$ cat config.mk
export PLATFORM = sky130hd
export DESIGN_NAME = quad_hall_generator
export DESIGN_NICKNAME = d
export VERILOG_FILES = /design/src/rtl/quad_hall_pkg.sv /design/src/rtl/phase_timer.sv /design/src/rtl/quad_hall_generator.sv
export SDC_FILE = /design/constraint.sdc
export NUM_CORES = 1
export LEC_CHECK = 0
export CORE_MARGIN = 4
export CORE_UTILIZATION = 40
export CTS_BUF_LIST = sky130_fd_sc_hd__clkbuf_16
export CTS_CLUSTER_DIAMETER = 150
export DETAILED_ROUTE_END_ITERATION = 16
export MAX_ROUTING_LAYER = met4
export PLACE_DENSITY = 0.67
export SYNTH_ARGS = -nofsm -noshare
export SYNTH_HDL_FRONTEND = slang
export SYNTH_SLANG_ARGS = --single-unit
$ cat constraint.sdc
create_clock -name clk -period 5.6 [get_ports clk]
set_clock_uncertainty 0.2 [all_clocks]
set_input_delay 0.84 -clock clk [delete_from_list [all_inputs] [get_ports clk]]
set_output_delay 0.84 -clock clk [all_outputs]
set_load 0.02 [all_outputs]
$ cat src/rtl/quad_hall_pkg.sv
// Shared types and helpers for the quadrature hall-signal generator.
// CNT_W is shared with the angle tracking unit so both agree on position width.
package quad_hall_pkg;

  localparam int unsigned CNT_W = 12;

  // Values are listed in clockwise order so that +1 / -1 walks the sequence.
  typedef enum logic [1:0] {
    PH_00 = 2'd0,
    PH_01 = 2'd1,
    PH_11 = 2'd2,
    PH_10 = 2'd3
  } phase_t;

  typedef enum logic [0:0] {
    IDLE = 1'b0,
    RUN  = 1'b1
  } gen_state_t;

  // Returns {hall_1, hall_2} for a phase.
  function automatic logic [1:0] phase_to_hall(input phase_t ph);
    logic [1:0] hall;
    hall = 2'b00;
    unique case (ph)
      PH_00:   hall = 2'b00;
      PH_01:   hall = 2'b01;
      PH_11:   hall = 2'b11;
      PH_10:   hall = 2'b10;
      default: hall = 2'b00;
    endcase
    return hall;
  endfunction

endpackage

$ cat src/rtl/phase_timer.sv
// Dwell timer: loads on start and emits a one-cycle tick every PHASE_TICKS
// cycles while enabled.
module phase_timer #(
  parameter int unsigned PHASE_TICKS = 50
) (
  input  logic clk,
  input  logic reset,
  input  logic start,
  input  logic en,
  output logic tick
);

  localparam int unsigned CntW = $clog2(PHASE_TICKS);
  localparam logic [CntW-1:0] Reload = CntW'(PHASE_TICKS - 1);

  logic [CntW-1:0] cnt_d, cnt_q;

  always_comb begin
    cnt_d = cnt_q;
    if (start) begin
      cnt_d = Reload;
    end else if (en) begin
      cnt_d = (cnt_q == '0) ? Reload : cnt_q - CntW'(1);
    end
  end

  assign tick = en && !start && (cnt_q == '0);

  always_ff @(posedge clk or negedge reset) begin
    if (!reset) begin
      cnt_q <= '0;
    end else begin
      cnt_q <= cnt_d;
    end
  end

endmodule

$ cat src/rtl/quad_hall_generator.sv
// Quadrature hall-signal transmitter: emits N full hall_1/hall_2 cycles per
// accepted command and keeps a running step position.
module quad_hall_generator #(
  parameter int unsigned PHASE_TICKS = 50,
  parameter int unsigned CNT_W       = quad_hall_pkg::CNT_W
) (
  input  logic             clk,
  input  logic             reset,
  input  logic             cmd_valid,
  output logic             cmd_ready,
  input  logic             cmd_clockwise,
  input  logic [CNT_W-1:0] cmd_steps,
  output logic             hall_1,
  output logic             hall_2,
  output logic [CNT_W-1:0] position,
  output logic             busy,
  output logic             done
);

  import quad_hall_pkg::*;

  gen_state_t       state_d, state_q;
  phase_t           phase_d, phase_q;
  logic [1:0]       hall_d, hall_q;
  logic [CNT_W-1:0] steps_d, steps_q;
  logic [CNT_W-1:0] pos_d, pos_q;
  logic             cw_d, cw_q;
  logic             done_d, done_q;
  logic             accept;
  logic             timer_start;
  logic             timer_en;
  logic             tick;

  assign accept   = cmd_valid && (state_q == IDLE);
  // Timer stops once the final transition has been made.
  assign timer_en = (state_q == RUN) && !done_q;

  phase_timer #(
    .PHASE_TICKS(PHASE_TICKS)
  ) u_phase_timer (
    .clk  (clk),
    .reset(reset),
    .start(timer_start),
    .en   (timer_en),
    .tick (tick)
  );

  always_comb begin
    state_d     = state_q;
    phase_d     = phase_q;
    hall_d      = hall_q;
    steps_d     = steps_q;
    pos_d       = pos_q;
    cw_d        = cw_q;
    done_d      = 1'b0;
    timer_start = 1'b0;

    case (state_q)
      IDLE: begin
        if (accept) begin
          cw_d    = cmd_clockwise;
          steps_d = cmd_steps;
          if (cmd_steps == '0) begin
            done_d = 1'b1;
          end else begin
            state_d     = RUN;
            timer_start = 1'b1;
          end
        end
      end
      RUN: begin
        // done_q marks the completion cycle; busy is released after it.
        if (done_q) begin
          state_d = IDLE;
        end else if (tick) begin
          phase_d = cw_q ? phase_t'(phase_q + 2'd1) : phase_t'(phase_q - 2'd1);
          hall_d  = phase_to_hall(phase_d);
          // Counting edges: hall_1 rise (01->11) cw, hall_2 rise (10->11) acw.
          if (cw_q && (phase_q == PH_01)) begin
            pos_d = pos_q + CNT_W'(1);
          end
          if (!cw_q && (phase_q == PH_10)) begin
            pos_d = pos_q - CNT_W'(1);
          end
          if (phase_d == PH_00) begin
            steps_d = steps_q - CNT_W'(1);
            if (steps_q == CNT_W'(1)) begin
              done_d = 1'b1;
            end
          end
        end
      end
      default: state_d = IDLE;
    endcase
  end

  always_ff @(posedge clk or negedge reset) begin
    if (!reset) begin
      state_q <= IDLE;
      phase_q <= PH_00;
      hall_q  <= 2'b00;
      steps_q <= '0;
      pos_q   <= '0;
      cw_q    <= 1'b0;
      done_q  <= 1'b0;
    end else begin
      state_q <= state_d;
      phase_q <= phase_d;
      hall_q  <= hall_d;
      steps_q <= steps_d;
      pos_q   <= pos_d;
      cw_q    <= cw_d;
      done_q  <= done_d;
    end
  end

  assign hall_1    = hall_q[1];
  assign hall_2    = hall_q[0];
  assign position  = pos_q;
  assign done      = done_q;
  assign busy      = (state_q == RUN);
  assign cmd_ready = (state_q == IDLE);

endmodule

==> results.toml, run 1 <==
[floorplanning]
start_util_pct = 42.1
die_area_um2 = 6730
fp.coreArea_um2 = 5200
num_io_pins = 33
num_rows = 26
dieHeight_um = 82.1
die_w_um = 82.1

[sta]
max_freq_mhz = 350
min_period_ps = 2860
setup_tns_ps = 0
relSlewSlack_pct = 35.4
finalCritPeriodShare_pct = 51.0
slew_viol_final = 0
rsz0062_at_grt = "no"
worst_pin_slew_ps = 956
timing.final.ws_setup_ps = 2740
setup_viol = 0
hold_viol = 0

[final_layout]
final_layout_size_suffix_gt1_share_pct = 5.05
regArea_um2 = 926
antenna_cells = 0
fillers = 516
multiInputGateArea_um2 = 1190
fin_nets = 303
post-route-util_pct = 51.7
syn_to_final_growth_pct = 22.8
final_cells = 347

[detailed_routing]
viasPerCell = 5.50
wirelength_mm = 4.99
vias = 1907
dr.pass1.iters = 5
drc = 0
avgRoutedWirePerCell_um = 14.4
drtIter0Drc = 99
detail-route-antenna-nets = 0

[outcome]
outcome = "complete, no violations"

[synth]
synth-adder-area-share_pct = 6.27
yosysUniqueCellTypes = 45
synth_top_family_by_area = "simple AND/OR/NAND/NOR gates"
netlist.top_cell.by_area = "dfrtp_1"
synth_top_area_share_pct = 42.2
synth_compound_area_share_pct = 17.1
synthMuxAreaShare_pct = 0.456
synth.most_common_cell = "dfrtp_1"
synth_area_leaders = "dfrtp_1 (42%), ha_1 (6.3%), nand2_1 (5.6%)"
ys_async_sr_fraction_pct = 100
synth_simple_gate_area_share_pct = 23.9
syn_nets = 274
synthCells = 247
yosys_warnings = 0
synth_flop_cell = "dfrtp_1"
synthTopCellsByCount = "dfrtp_1 (37), nand2_1 (33), o21ai_0 (18)"
ys_ff_latch = 37
synth.cell_area_um2 = 2190
synth-edff-count = 0
synth_seq_area_share_pct = 42.2
synthXorXnorAreaFrac_pct = 6.39
avgSynthCellArea_um2 = 8.88

[worst_setup_path]
reg2reg_from = "phase_q[0]"
worst-path-max-fanout = 12
path_cells = "clkdlybuf4s50_1 > nor2b_1 > a41oi_1 > a222oi_1 > inv_1"
cp_slowest_cell = "nor2b_1"
crit_end = "steps_q[3]"
r2r_slack_ps = 2760
cp_slowest_stage_delay_ps = 610
endpoint_kind = "register"
r2r.worst_path.cells = 7
crit_required_ps = 5550
startpoint_type = "input port"
critPathLaunch = "cmd_valid"
worstPathArrival_ps = 2810
path_class = "input port to register"
rr_endpoint = "steps_q[3]"

[min_path]
hold_path.class = "register to register"

[place]
numPlacedInstances = 339
portBuffers = 32
pre_cts_ws_ps = 2470
dp_hpwl_mm = 3.60
gp_congestion = 0.780

[clock_network]
hold_buffers = 0
clock_path_buffers = 2
ctsResizeCount = 0
cts_buffers = 5
insertion_delay_ps = 270
htreeDepth = 2
post_cts_buffers = 0
path_clk_slew_ps = 50
cts_root_buf = "clkbuf_16"
clock_sinks = 37
cts_tree = "built"

[grt]
grt.total_usage_pct = 16.9
grt_start_max_net_pins = 38
grt_pass1_vias = 1836
grt_overflow = 0
grt_pass1_wl_mm = 8.58
antenna_found_initial = 0

[power_and_ir_drop]
powerDensity_nw_per_um2 = 337
peakVddDrop_v = 0.000162
leakage_nw = 1.16
total_power_w = 0.000907

[flow_run]
timing.max_cap.violations = 0
## worst min path at each step
stage,start,end,slack [ps],cells past startpoint
floorplan,steps_q[11],done,270,1
global placement,position[11],position[11],260,1
detailed placement,hall_q[0],hall_q[0],270,2
CTS,position[11],position[11],280,1
global route,hall_q[1],hall_q[1],290,2
finish,hall_q[0],hall_q[0],270,2
## critical path: cells and delay by family
family | cells | cell delay (ps)
simple gates | 1 | 610
buf+inv | 2 | 540
compound gates | 2 | 820
## state kept, by name (all words and copies together), names as in the netlist
| name | flops |
|---|---|
| done | 1 |
| position | 12 |
| hall_q | 2 |
| steps_q | 12 |
| cw_q | 1 |
| phase_q | 2 |
| busy | 1 |
| u_phase_timer.cnt_q | 6 |
## cell type report
cell class / instances / area share (%)
multi-input combinational: 189 / 44.1
sequential: 37 / 34.4
timing repair buffer: 32 / 11.7
clock buffer: 5 / 4.65
tap: 70 / 3.25
inverter: 11 / 1.53
clock inverter: 3 / 0.418
## through the flow
step	hold WS [ps]	area (µm²)
after global placement	259	2560
final	271	2690
after global routing	294	2690
after CTS	280	2690
after detailed placement	266	2560
after floorplan	274	2190
## placed cells by master (no fill, tap or decap), types with 2 or more instances in the layout
cell type / netlist / routed
nor3_1: 5 / 5
o21ai_0: 18 / 18
nor4_2: 2 / 2
a21o_1: 3 / 3
o21ai_1: 5 / 5
nor2b_1: 3 / 3
nor2_1: 16 / 16
o22ai_1: 7 / 7
xor2_1: 2 / 2
dfrtp_1: 37 / 37
nand4_1: 4 / 4
a21oi_1: 10 / 10
a21oi_2: 2 / 2
clkbuf_16: 0 / 5
nand2b_1: 3 / 3
clkdlybuf4s50_1: 0 / 31
o31ai_1: 3 / 3
ha_1: 11 / 11
a22oi_1: 3 / 3
nand3_1: 8 / 8
inv_1: 11 / 14
nor4_1: 5 / 5
or3_1: 8 / 8
xnor2_1: 14 / 14
a22o_1: 2 / 2
nand2_1: 33 / 33
and3_1: 5 / 5
## report_power, final
group          internal [W]  switching (W)  leakage (nW)
combinational      0.000120       0.000159         0.620
sequential         0.000314      0.0000525         0.465
clock              0.000160       0.000101        0.0776
total              0.000595       0.000312          1.16
## cell families after synthesis
group,after synthesis
AOI/OAI and AO/OA,60
xor gates and xnor gates,16
adders and majority gates,11
buffers and inverters,21
DFF,37
muxes,1
and+or+nand+nor,101
## metal layers
layer | wire length, µm | GRT usage, % | vias up
met4 | 45 | 3.99 | 0
met3 | 243 | 4.17 | 4
met1 | 2490 | 23.2 | 912
met5 | 0 | - | -
li1 | - | - | 944
met2 | 2200 | 25.2 | 47
No activity file was read; power rests on OpenSTA's default activity.
==> run 2: changes to the inputs <==
--- a/config.mk
+++ b/config.mk
@@ -11,7 +11,7 @@
 export CTS_CLUSTER_DIAMETER = 150
 export DETAILED_ROUTE_END_ITERATION = 16
 export MAX_ROUTING_LAYER = met4
-export PLACE_DENSITY = 0.67
+export PLACE_DENSITY = 0.69
 export SYNTH_ARGS = -nofsm -noshare
 export SYNTH_HDL_FRONTEND = slang
 export SYNTH_SLANG_ARGS = --single-unit
==> constraint.sdc (replaced) <==
create_clock -name clk -period 2.5 [get_ports clk]
set_clock_uncertainty 0.2 [all_clocks]
set_input_delay 0.375 -clock clk [delete_from_list [all_inputs] [get_ports clk]]
set_output_delay 0.375 -clock clk [all_outputs]
set_load 0.02 [all_outputs]
==> results.toml, run 2 (synthesis results as in run 1) <==
[outcome]
outcome = "complete, no violations"

[final_layout]
fin_area_um2 = 2830
layout_common_cells = "dfrtp_1 (37), nand2_1 (33), clkdlybuf4s50_1 (31)"
syn_to_final_growth_pct = 29.1
final_layout_size_suffix_gt1_share_pct = 9.38
final_common_cell = "dfrtp_1"
post-route-util_pct = 54.4
fin_nets = 314
antenna_cells = 0

[power_and_ir_drop]
p_int_w = 0.00158
peakVddDrop_v = 0.000379
combPwrFrac_pct = 29.0
pwr-share-clk_pct = 35.5
powerDensity_nw_per_um2 = 809
p_switching_w = 0.000714
leakage_nw = 1.23
power_frac_seq_pct = 35.6
switching_share_pct = 31.2
total_power_w = 0.00229

[grt]
grt.total_usage_pct = 16.8
grt_start_max_net_pins = 23
grt_pass1_vias = 1810
antenna_found_initial = 0
grt_pass1_wl_mm = 8.45
grt_overflow = 0

[sta]
setup_viol = 0
setup_tns_ps = 0
worst_pin_slew_ps = 483
finalCritPeriodShare_pct = 92.2
min_period_ps = 2310
hold-worst-slack_ps = 274
hold_viol = 0
slew_viol_final = 0
max_freq_mhz = 434
rsz0062_at_grt = "no"
relSlewSlack_pct = 67.5

[worst_setup_path]
startpoint_type = "register"
worst-path-max-fanout = 6
crit_required_ps = 2500
path_class = "register to register"
endpoint_kind = "register"
worstPathArrival_ps = 2310

[clock_network]
clock_sinks = 37
htreeDepth = 2
clock_path_buffers = 2
cts_tree = "built"
cts_buffers = 5
cts_root_buf = "clkbuf_16"
path_clk_slew_ps = 60
insertion_delay_ps = 280

[detailed_routing]
drtIter0Drc = 77
drc = 0
detail-route-antenna-nets = 0
dr.pass1.iters = 4
wirelength_mm = 5.10
vias = 1936
avgRoutedWirePerCell_um = 14.2
viasPerCell = 5.41

[place]
dp_hpwl_mm = 3.80
gp_congestion = 0.844
portBuffers = 32
place_area_um2 = 2630

[floorplanning]
fp.coreArea_um2 = 5200
dieHeight_um = 82.1
num_io_pins = 33
die_area_um2 = 6730
num_rows = 26
die_w_um = 82.1
start_util_pct = 42.1

[flow_run]
timing.max_cap.violations = 0

[min_path]
hold_path.class = "register to register"
## run 2: metrics by stage
step,setup slack (ps),instances
floorplan,189,247
global placement,245,349
detailed placement,194,349
CTS,160,358
global route,32.1,358
finish,194,358
## run 2: worst max-delay path, cell delays in order (launching register included)
cell	delay (ps)
dfrtp_1	440
or4_4	550
or3_1	380
or3_1	370
a21oi_2	140
xor2_1	150
## run 2: power groups by stage
stage               Combinational, W  Sequential, W  Clock (W)
floorplan                   0.000453       0.000810          0
global placement            0.000649       0.000819          0
detailed placement          0.000665       0.000823          0
CTS                         0.000667       0.000817   0.000823
global route                0.000758       0.000832   0.000853
finish                      0.000663       0.000815   0.000812
## run 2: routing by layer
layer  vias up  wire length [µm]  GRT usage (%)
li1        968                 -              -
met1       926              2460           21.4
met2        40              2430           26.6
met3         2               180           3.84
met4         0                25           4.98
met5         -                 0              -
## run 2: path summary, 6_finish.rpt
path | to | slack, ps | startpoint | depth (start not counted)
setup / recovery | position[11] | 190 | position[7] | 5
hold / removal | position[11] | 270 | position[11] | 1
setup reg to reg | position[11] | 190 | position[7] | 5
hold reg to reg | position[11] | 270 | position[11] | 1
max in group asynchronous | hall_q[1] | 1100 | reset | 3
min in group asynchronous | steps_q[2] | 360 | reset | 2
## run 2: what timing repair did
action	CTS	global route
setup buffers	0	0
hold buffers	1	0
endpoints found under the hold margin	15	0
gates resized for setup	0	0
## run 2: area by class of cell
type / instances / area [µm²]
clock buffers: 5 / 125
clock inverters: 3 / 65.1
fillers: 484 / 2370
inverters: 11 / 41.3
multi-input cells: 189 / 1190
flip-flops and latches: 37 / 926
well taps: 70 / 87.6
repair buffers: 43 / 400
